File: src/rtl/calc_seq_ctrl.sv
// Sequencing controller for the two-digit BCD add/subtract calculator: turns keypad
// events into operand digits, operator selection and display-mux controls.
module calc_seq_ctrl #(
    parameter logic [3:0] KEY_ADD = 4'd10,
    parameter logic [3:0] KEY_SUB = 4'd11,
    parameter logic [3:0] KEY_EQ  = 4'd14,
    parameter logic [3:0] KEY_CLR = 4'd15
) (
    input  logic       clk,
    input  logic       rst,
    input  logic       key_pressed,
    input  logic [3:0] key_code,
    output logic [3:0] a_tens,
    output logic [3:0] a_ones,
    output logic [3:0] b_tens,
    output logic [3:0] b_ones,
    output logic [3:0] reg0,
    output logic [3:0] reg1,
    output logic [3:0] reg2,
    output logic [3:0] reg3,
    output logic       add_en,
    output logic       sub_en,
    output logic [1:0] state
);

    typedef enum logic [1:0] {
        ENTER_A = 2'd0,
        ENTER_B = 2'd1,
        RESULT  = 2'd2
    } state_t;

    typedef enum logic {
        OP_ADD = 1'b0,
        OP_SUB = 1'b1
    } op_t;

    logic       kp_prev;
    logic       key_evt;
    logic [3:0] evt_code;

    state_t     cur_state, nxt_state;
    op_t        op_q, op_d, key_op;
    logic [3:0] a_tens_d, a_ones_d, b_tens_d, b_ones_d;
    logic [1:0] a_cnt, a_cnt_d, b_cnt, b_cnt_d;
    logic [3:0] reg0_d, reg1_d, reg2_d, reg3_d;
    logic       add_en_d, sub_en_d;
    logic       is_digit, is_op;

    // NOTE: kp_prev keeps following the key during rst so a key held through reset
    // is seen as already down and cannot fire an event until it is re-pressed.
    always_ff @(posedge clk) begin
        kp_prev  <= key_pressed;
        evt_code <= key_code;
        if (rst) begin
            key_evt <= 1'b0;
        end else begin
            key_evt <= key_pressed & ~kp_prev;
        end
    end

    // NOTE: all sequential state uses non-blocking assignments so every flop samples
    // the pre-edge values; the combinational blocks below use blocking ones.
    always_ff @(posedge clk) begin
        if (rst) begin
            cur_state <= ENTER_A;
            op_q      <= OP_ADD;
            a_tens    <= 4'd0;
            a_ones    <= 4'd0;
            b_tens    <= 4'd0;
            b_ones    <= 4'd0;
            a_cnt     <= 2'd0;
            b_cnt     <= 2'd0;
            reg0      <= 4'd0;
            reg1      <= 4'd0;
            reg2      <= 4'd0;
            reg3      <= 4'd0;
            add_en    <= 1'b1;
            sub_en    <= 1'b1;
        end else begin
            cur_state <= nxt_state;
            op_q      <= op_d;
            a_tens    <= a_tens_d;
            a_ones    <= a_ones_d;
            b_tens    <= b_tens_d;
            b_ones    <= b_ones_d;
            a_cnt     <= a_cnt_d;
            b_cnt     <= b_cnt_d;
            reg0      <= reg0_d;
            reg1      <= reg1_d;
            reg2      <= reg2_d;
            reg3      <= reg3_d;
            add_en    <= add_en_d;
            sub_en    <= sub_en_d;
        end
    end

    assign state = cur_state;

    // NOTE: every variable gets its hold value first so no path leaves one unassigned
    // and no latch is inferred.
    always_comb begin
        is_digit  = (evt_code <= 4'd9);
        is_op     = (evt_code == KEY_ADD) || (evt_code == KEY_SUB);
        key_op    = (evt_code == KEY_SUB) ? OP_SUB : OP_ADD;
        nxt_state = cur_state;
        op_d      = op_q;
        a_tens_d  = a_tens;
        a_ones_d  = a_ones;
        b_tens_d  = b_tens;
        b_ones_d  = b_ones;
        a_cnt_d   = a_cnt;
        b_cnt_d   = b_cnt;

        case (cur_state)
            ENTER_A: begin
                if (key_evt && is_digit && a_cnt < 2'd2) begin
                    a_tens_d = a_ones;
                    a_ones_d = evt_code;
                    a_cnt_d  = a_cnt + 2'd1;
                end else if (key_evt && is_op) begin
                    op_d      = key_op;
                    b_tens_d  = 4'd0;
                    b_ones_d  = 4'd0;
                    b_cnt_d   = 2'd0;
                    nxt_state = ENTER_B;
                end
            end
            ENTER_B: begin
                if (key_evt && is_digit && b_cnt < 2'd2) begin
                    b_tens_d = b_ones;
                    b_ones_d = evt_code;
                    b_cnt_d  = b_cnt + 2'd1;
                end else if (key_evt && is_op) begin
                    op_d = key_op;
                end else if (key_evt && evt_code == KEY_EQ) begin
                    nxt_state = RESULT;
                end
            end
            RESULT: begin
                // A new digit starts a fresh calculation; an operator chains on A.
                if (key_evt && is_digit) begin
                    a_tens_d  = 4'd0;
                    a_ones_d  = evt_code;
                    a_cnt_d   = 2'd1;
                    b_tens_d  = 4'd0;
                    b_ones_d  = 4'd0;
                    b_cnt_d   = 2'd0;
                    nxt_state = ENTER_A;
                end else if (key_evt && is_op) begin
                    op_d      = key_op;
                    b_tens_d  = 4'd0;
                    b_ones_d  = 4'd0;
                    b_cnt_d   = 2'd0;
                    nxt_state = ENTER_B;
                end
            end
            default: nxt_state = ENTER_A;
        endcase

        if (key_evt && evt_code == KEY_CLR) begin
            nxt_state = ENTER_A;
            op_d      = OP_ADD;
            a_tens_d  = 4'd0;
            a_ones_d  = 4'd0;
            b_tens_d  = 4'd0;
            b_ones_d  = 4'd0;
            a_cnt_d   = 2'd0;
            b_cnt_d   = 2'd0;
        end
    end

    // Display values are derived from the next state so they land on the same edge.
    always_comb begin
        if (nxt_state == ENTER_A) begin
            reg0_d = 4'd0;
            reg1_d = 4'd0;
            reg2_d = a_tens_d;
            reg3_d = a_ones_d;
        end else begin
            reg0_d = a_tens_d;
            reg1_d = a_ones_d;
            reg2_d = b_tens_d;
            reg3_d = b_ones_d;
        end
        add_en_d = !(nxt_state == RESULT && op_d == OP_ADD);
        sub_en_d = !(nxt_state == RESULT && op_d == OP_SUB);
    end

endmodule

File: config.mk
export PLATFORM = sky130hd
export DESIGN_NAME = calc_seq_ctrl
export DESIGN_NICKNAME = d
export VERILOG_FILES = /design/src/rtl/calc_seq_ctrl.sv
export SDC_FILE = /design/constraint.sdc
export NUM_CORES = 1
export LEC_CHECK = 0
export ABC_AREA = 1
export BUFFER_PORTS_ARGS = -buffer_cell sky130_fd_sc_hd__buf_4
export CORE_MARGIN = 2
export CORE_UTILIZATION = 45
export DETAILED_ROUTE_END_ITERATION = 16
export GPL_TIMING_DRIVEN = 0
export HOLD_SLACK_MARGIN = 0.12
export PLACE_DENSITY = 0.68
export SYNTH_ARGS = -nofsm -noshare
export SYNTH_HDL_FRONTEND = slang
export SYNTH_SLANG_ARGS = --single-unit
File: constraint.sdc
create_clock -name clk -period 4.54 [get_ports clk]
set_input_delay 0.681 -clock clk [delete_from_list [all_inputs] [get_ports clk]]
set_output_delay 0.681 -clock clk [all_outputs]
set_load 0.05 [all_outputs]
# After elaboration in Yosys (flattened, before gate mapping)
# Index checks and enable logic that the tools add are counted.
# totals
ff_bits	47
output_inout_bits	36
elab_cells	100
# classes
add_sub_neg	2
n_lt_le_gt_ge	3
n_eq_ne	11
mux	45
n_bitwise	3
reduce_logical	19
# op_table
cell	n
$mux 4	18
$mux 2	13
$pmux 4 s3	2
$eq 4x4->1 const B	4
$pmux 4 s2	2
$pmux 2 s3	2
$logic_and 1x1->1	8
$ne 2x2->1 const B	4
$mux 1	6
$reduce_and 3->1	2
$add 2x1->2 const B	2
$eq 2x2->1 const B	2
$le 4x4->1 const B	1
$logic_not 2->1	2
$lt 2x2->1 const B	2
$pmux 2 s2	1
$reduce_or 2->1	2
$pmux 1 s3	1
$reduce_bool 3->1	1
$eq 2x1->1 const B	1
$logic_not 1->1	2
$not 1->1	2
$reduce_bool 2->1	1
$and 1x1->1	1
$logic_or 1x1->1	1

# Depth between registers and ports, before layout
# Gate-level depths: netlist of the first run.
# depth
ltp_word	10
depth_mapped	12

# Worst setup path after synthesis of the first run
# No wires, ideal clock.
# synth_timing
path_type	flip-flop to flip-flop
from	register cur_state[0], in the netlist state[0]
to	register sub_en
setup_ns	0.123
arrival_time_ns	1.938
setup_slack_ns	2.479
path_stages_with_launch	10
path_buffers	2
synth_period_minus_slack_ns	2.061
path_cell_list	dfxtp_1 > inv_1 > ha_1 > clkbuf_1 > o211ai_1 > nand2_1 > nand3_1 > buf_2 > and2_1 > nand3_1
# synth_between
elab_chain_len	8
word_cells_on_any_way	16
# synth_rtl
element	line	text
start: declaration	41	state_t cur_state, nxt_state;
start signal: assignment	80	cur_state <= nxt_state;
$mux 2	135	end else if (key_evt && evt_code == KEY_EQ) begin
$mux 2	133	end else if (key_evt && is_op) begin
$mux 2	129	if (key_evt && is_digit && b_cnt < 2'd2) begin
$pmux 2 s3	114	case (cur_state)
$mux 2	160	if (key_evt && evt_code == KEY_CLR) begin
$eq 2x2->1	186	sub_en_d = !(nxt_state == RESULT && op_d == OP_SUB);
$logic_and 1x1->1 *	186	
$logic_not 1->1 *	186	
end signal: assignment	93	sub_en <= sub_en_d;
end: declaration	22	output logic sub_en,
# Every way passes the cells marked *; elsewhere a longest branch is shown, timed or not.
# A chain may end at the register's enable or synchronous reset.

# Worst setup path after layout of the first run
# Ends and elaborated chain as after synthesis.

==> results of run 1 <==
report_power, final:
group,leakage [uW],switching [uW],internal (uW)
logic,0.000984,34.4,15.5
clock network,0.0000513,132,161
registers,0.000381,5.67,418
worst max-delay path by stage:
stage,end,slack [ps],depth (start not counted)
finish,sub_en,2490,9
global placement,sub_en,2570,9
detailed placement,sub_en,2550,9
floorplan,sub_en,2480,9
global route,reg2[0],2300,12
CTS,sub_en,2530,9
routing by layer:
layer  part of all wire  routed length (um)  track usage
met5                  0                   0            0
met4              0.014                  69       0.0671
met3              0.066                 315       0.0319
met2               0.43                2060        0.310
met1               0.49                2320        0.280
cell type report:
cell class | count | area [um^2]
fillers | 428 | 1830
multi-input cells | 209 | 941
flip-flops and latches | 47 | 941
repair buffers | 42 | 315
clock buffers | 6 | 72.6
clock inverters | 1 | 30.0
inverters | 45 | 169
plain buffers | 6 | 23.8
well taps | 52 | 65.1
stage by stage:
step / hold WS [ps] / area [um^2] / cells / power (uW)
after floorplan: 367 / 2070 / 307 / 467
after global placement: 371 / 2450 / 401 / 483
after detailed placement: 375 / 2450 / 401 / 483
after CTS: 391 / 2560 / 408 / 776
after global routing: 427 / 2560 / 408 / 795
final: 387 / 2560 / 408 / 767
cells in the final DEF, fill, tap and decap left out:
master,synthesis,final
sky130_fd_sc_hd__nand3_1,21,21
sky130_fd_sc_hd__clkinv_1,1,1
sky130_fd_sc_hd__and2_1,1,1
sky130_fd_sc_hd__nor2_1,37,37
sky130_fd_sc_hd__inv_2,2,2
sky130_fd_sc_hd__clkbuf_1,5,6
sky130_fd_sc_hd__buf_4,0,42
sky130_fd_sc_hd__nand2_1,111,111
sky130_fd_sc_hd__a21oi_1,14,14
sky130_fd_sc_hd__nand4_1,2,2
sky130_fd_sc_hd__bufinv_16,0,1
sky130_fd_sc_hd__clkbuf_8,0,5
sky130_fd_sc_hd__buf_2,1,1
sky130_fd_sc_hd__nand2_2,4,4
sky130_fd_sc_hd__nor2_2,4,4
sky130_fd_sc_hd__dfxtp_1,47,47
sky130_fd_sc_hd__nand2_4,2,2
sky130_fd_sc_hd__inv_1,42,42
sky130_fd_sc_hd__xor2_1,1,1
sky130_fd_sc_hd__o211ai_1,2,2
sky130_fd_sc_hd__nand3_2,2,2
sky130_fd_sc_hd__ha_1,4,4
sky130_fd_sc_hd__a31oi_1,1,1
sky130_fd_sc_hd__o21ai_0,1,1
sky130_fd_sc_hd__o21ai_1,1,1
sky130_fd_sc_hd__a21oi_2,1,1
cell families (layout without fill, tap and decap cells):
group,after synthesis,count (layout),synth area share
AO/OA/AOI/OAI,20,20,0.0531
buffers and inverters,51,100,0.0929
adder cells (fa/ha/maj),4,4,0.0241
flip-flops,47,47,0.454
XOR/XNOR,1,1,0.00422
AND/OR/NAND/NOR,184,184,0.372
registers in the layout, indices dropped and copies added (netlist names):
name      flops
a_cnt         2
a_ones        4
a_tens        4
add_en        1
b_cnt         2
b_ones        4
b_tens        4
evt_code      4
key_evt       1
kp_prev       1
op_q          1
reg0          4
reg1          4
reg2          4
reg3          4
state         2
sub_en        1
==> results.toml, run 1 <==
[run_status]
outcome = "completed"

[placed_design]
place_congestion = 0.893
detailedPlacementHpwl_um = 3520
dp_slack_ps = 2550
buffer_ports.inserted = 42

[yosys]
synth.distinct_cells = 23
ys_seq_elements = 47
synth_most_common_cell = "sky130_fd_sc_hd__nand2_1"
yosysWarningCount = 0
number_of_flops_mapped_to_enable_cells_by_yosys = 0
synth.top_cells.by_area = "sky130_fd_sc_hd__dfxtp_1 45%, sky130_fd_sc_hd__nand2_1 20%, sky130_fd_sc_hd__inv_1 7.6%"
postSynthCellCount = 307
postSynth.topFlopCell = "sky130_fd_sc_hd__dfxtp_1"
avgSynthCellArea_um2 = 6.76
synthDominantCellAreaShare = 0.454
synth_largest_area_cell = "sky130_fd_sc_hd__dfxtp_1"
synth_commonest_cells = "111 x sky130_fd_sc_hd__nand2_1, 47 x sky130_fd_sc_hd__dfxtp_1, 42 x sky130_fd_sc_hd__inv_1, 37 x sky130_fd_sc_hd__nor2_1, 21 x sky130_fd_sc_hd__nand3_1"
ys_seq_area_frac = 0.454
syn-cell-area_mm2 = 0.00207
synth_fp_nets = 318
fraction_of_registers_with_async_set_or_reset_after_synthesis = 0

[critical_path]
critical_path_buf_inv_count = 3
worstPathMaxFanout = 10
critPathLaunchType = "flop"
reg2reg_slack_ps = 2490
timing.critical_path.max_delay_family = "buffers and inverters"
cpPeakStageDelay_ps = 400
required_ps = 4720
crit-reg2reg-launch = "state[0]"
timing_worst_setup_path_type = "reg -> reg"
r2r.worst_path.cells = 9
timing.critical_path.cells = "inv_1, ha_1, clkbuf_1, o211ai_1, nand2_1, nand3_1, buf_2, and2_1, nand3_1"
critPathSlowestCell = "sky130_fd_sc_hd__dfxtp_1"
critical-path-top-cell-by-count = "sky130_fd_sc_hd__nand3_1"
critical_path.reg2reg.endpoint = "sub_en"
endpoint_kind = "flop"
worst_ep_arrival_time_ps = 2230
startpoint = "state[0]"

[die]
die_area_mm2 = 0.00517
row_count = 24
start_util = 0.473
floorplan.io_pins = 43
core_box_area_mm2 = 0.00438
dieHeight_um = 71.9
die_width_um = 71.9

[clock_network]
cts-resized-gates = 0
ctsRootBufferMaster = "sky130_fd_sc_hd__clkbuf_8"
clock_sinks = 47
holdBufCountCts = 0
latest_clock_arrival_within_the_worst_skew_pair_ps = 300
postCtsSetupRepairBufs = 0
numCtsBuffers = 5
cts_tree = "done"
cts-htree-levels = 2
clkSlewWorstSetupHoldPaths_ps = 80
clk_path_buf_depth = 2

[cells_and_area]
flow.area_growth_from_synthesis_pct = 23.3
finalNetCount = 367
num_antenna_cells = 0
share_of_the_core_filled_with_cells_in_the_final_layout = 0.583
drive_gt1_frac = 0.180

[sta]
slew_at_the_pin_closest_to_its_max_slew_limit_ps = 492
final_min_period_over_clock_period = 0.451
finalCriticalPeriod_ps = 2050
maxSlewViolCount = 0
max_freq_mhz = 488
timing_hold_violations_final = 0
final-setup-viol-count = 0
finalClockSkew_ps = 7.19
maxSlewHeadroom = 0.672
timing.setup.tns_ps = 0
rsz0062_at_grt = "false"
fin_worst_setup_slack_ps = 2490

[power_and_ir_drop]
vdd_ir_drop_max_mv = 0.221
cellLeakagePower_uw = 0.00142
power_per_cell_area_mw_per_mm2 = 300

[routing]
routedWlPerCell_um = 11.7
via_count = 1979
drt_pass1_iterations = 4
viasPerCell = 4.85
route.antenna.remaining_nets = 0
wirelength_routed_um = 4770
first_iter_violations = 143
drc = 0

[hold_path]
min_delay_path_depth = 1
worst_hold_startpoint = "kp_prev"
min_delay_worst_endpoint = "key_evt"
holdCritPathClass = "reg -> reg"

[grt]
all_layer_gr_usage = 0.198
grt_overflow_total = 0
grt_pass1_wl_um = 8100
grt_pass1_vias = 1837
antenna_found_initial = 0
largest_net_degree_at_the_start_of_global_routing = 14

[job]
cap_viol_max_count = 0
Note: power is estimated with default switching activity, not from simulation.
==> inputs of run 2 (changes only) <==
==> constraint.sdc (replaced) <==
create_clock -name clk -period 1.9 [get_ports clk]
set_input_delay 0.285 -clock clk [delete_from_list [all_inputs] [get_ports clk]]
set_output_delay 0.285 -clock clk [all_outputs]
set_load 0.05 [all_outputs]
==> results.toml, run 2 (synthesized netlist as in run 1, its figures left out) <==
[grt]
largest_net_degree_at_the_start_of_global_routing = 15
all_layer_gr_usage = 0.204
antenna_found_initial = 0
grt_pass1_vias = 1817
grt_pass1_wl_um = 8290
grt_overflow_total = 0

[sta]
timing.setup.tns_ps = 0
timing_hold_violations_final = 0
finalClockSkew_ps = 4.28
final_min_period_over_clock_period = 0.951
maxSlewViolCount = 0
final-setup-viol-count = 0
maxSlewHeadroom = 0.681
finalCriticalPeriod_ps = 1810
slew_at_the_pin_closest_to_its_max_slew_limit_ps = 478
rsz0062_at_grt = "true"
max_freq_mhz = 553
fin_worst_setup_slack_ps = 92.7

[cells_and_area]
layout.area.seq_um2 = 945
finalNetCount = 371
fill_cells = 425
num_antenna_cells = 0
layout.cells.most_common_list = "111 x sky130_fd_sc_hd__nand2_1, 44 x sky130_fd_sc_hd__dfxtp_1, 42 x sky130_fd_sc_hd__inv_1, 42 x sky130_fd_sc_hd__buf_4, 36 x sky130_fd_sc_hd__nor2_1"
drive_gt1_frac = 0.211
most_common_cell_after_layout_fill_and_taps_aside = "sky130_fd_sc_hd__nand2_1"
flow.area_growth_from_synthesis_pct = 26.5
multiInputGateArea_um2 = 970
design_area_mm2 = 0.00262

[critical_path]
endpoint_kind = "flop"
critPathSlowestCell = "sky130_fd_sc_hd__dfxtp_2"
timing_worst_setup_path_type = "reg -> reg"
worst_ep_arrival_time_ps = 2000
required_ps = 2090
cpPeakStageDelay_ps = 370
critPathLaunchType = "flop"
worstPathMaxFanout = 10
timing.critical_path.cells = "ha_2, clkinv_2, o21ai_1, inv_1, nand3_1, clkbuf_4, and2_1, nand3_1"
critical-path-top-cell-by-count = "sky130_fd_sc_hd__nand3_1"

[die]
die_width_um = 71.9
dieHeight_um = 71.9
start_util = 0.473
row_count = 24
die_area_mm2 = 0.00517
floorplan.io_pins = 43
core_box_area_mm2 = 0.00438

[placed_design]
buffer_ports.inserted = 42
placedInstanceArea_mm2 = 0.00246
place_congestion = 0.933
dp_slack_ps = -58.5
detailedPlacementHpwl_um = 3620

[routing]
routedWlPerCell_um = 12.0
first_iter_violations = 85
drt_pass1_iterations = 4
wirelength_routed_um = 4960
route.antenna.remaining_nets = 0
viasPerCell = 4.79
drc = 0
via_count = 1980

[clock_network]
clk_path_buf_depth = 2
ctsRootBufferMaster = "sky130_fd_sc_hd__clkbuf_8"
cts-htree-levels = 2
postCtsSetupRepairBufs = 0
clock_sinks = 47
latest_clock_arrival_within_the_worst_skew_pair_ps = 300
numCtsBuffers = 5
clkSlewWorstSetupHoldPaths_ps = 80
cts_tree = "done"

[power_and_ir_drop]
fin_total_pwr_uw = 1730
cellLeakagePower_uw = 0.00144
vdd_ir_drop_max_mv = 0.404
power_per_cell_area_mw_per_mm2 = 661

[hold_path]
holdCritPathClass = "in -> reg"

[run_status]
outcome = "completed"

[job]
cap_viol_max_count = 0
[run 2: cell types whose count changed in the layout (fill, tap and decap cells not counted), sizes merged]
cell / change
buf: -1
dlygate4sd3: +5
clkinvlp: +1
clkinv: +1
bufinv: -1
[run 2: power breakdown]
| part | internal, uW | switching [uW] | total [uW] | leakage, uW |
|---|---|---|---|---|
| logic | 44.5 | 86.5 | 131 | 0.00101 |
| clock network | 257 | 332 | 590 | 0.0000412 |
| registers | 1000 | 12.9 | 1010 | 0.000382 |
| total | 1300 | 432 | 1730 | 0.00144 |
[run 2: routing by layer]
layer | share of wire | GRT usage | wire length (um) | up-vias
li1 | - | - | - | 1037
met1 | 0.49 | 0.279 | 2430 | 879
met2 | 0.44 | 0.323 | 2180 | 54
met3 | 0.051 | 0.0403 | 252 | 10
met4 | 0.019 | 0.0734 | 96 | 0
met5 | 0 | 0 | 0 | -
[run 2: critical path, delay by kind of cell (launching register included)]
kind	cells	cell delay, ps
buffers and inverters	3	470
AND/OR/NAND/NOR	3	450
flip-flops	1	370
adder cells (fa/ha/maj)	1	230
AO/OA/AOI/OAI	1	160
[run 2: through the flow]
| stage | util | hold WS (ps) | instances |
|---|---|---|---|
| after global placement | 0.561 | 372 | 401 |
| after CTS | 0.591 | 160 | 413 |
| after global routing | 0.598 | 155 | 413 |
| after detailed placement | 0.561 | 384 | 401 |
| after floorplan | - | 313 | 307 |
| final | 0.598 | 167 | 413 |
[run 2: area by class of cell]
type | instances | area share
Buffer | 5 | 0.00906
Sequential cell | 47 | 0.360
Multi-Input combinational cell | 209 | 0.370
Timing Repair Buffer | 47 | 0.139
Tap cell | 52 | 0.0248
Clock inverter | 2 | 0.00477
Inverter | 45 | 0.0649
Clock buffer | 6 | 0.0277
[run 2: repair_timing]
action / 4_1_cts / 5_1_grt
gates cloned: 0 / 0
pin swaps: 0 / 1
setup endpoints to repair: 9 / 15
hold endpoints to repair: 5 / 0
hold buffers: 5 / 0
resized for setup: 1 / 12
[run 2: final timing paths]
check / end / depth (start not counted) / startpoint / slack (ps)
max: sub_en / 8 / state[0] / 90
min: state[1] / 2 / rst / 170
max reg2reg: sub_en / 8 / state[0] / 90
min reg2reg: key_evt / 1 / kp_prev / 390
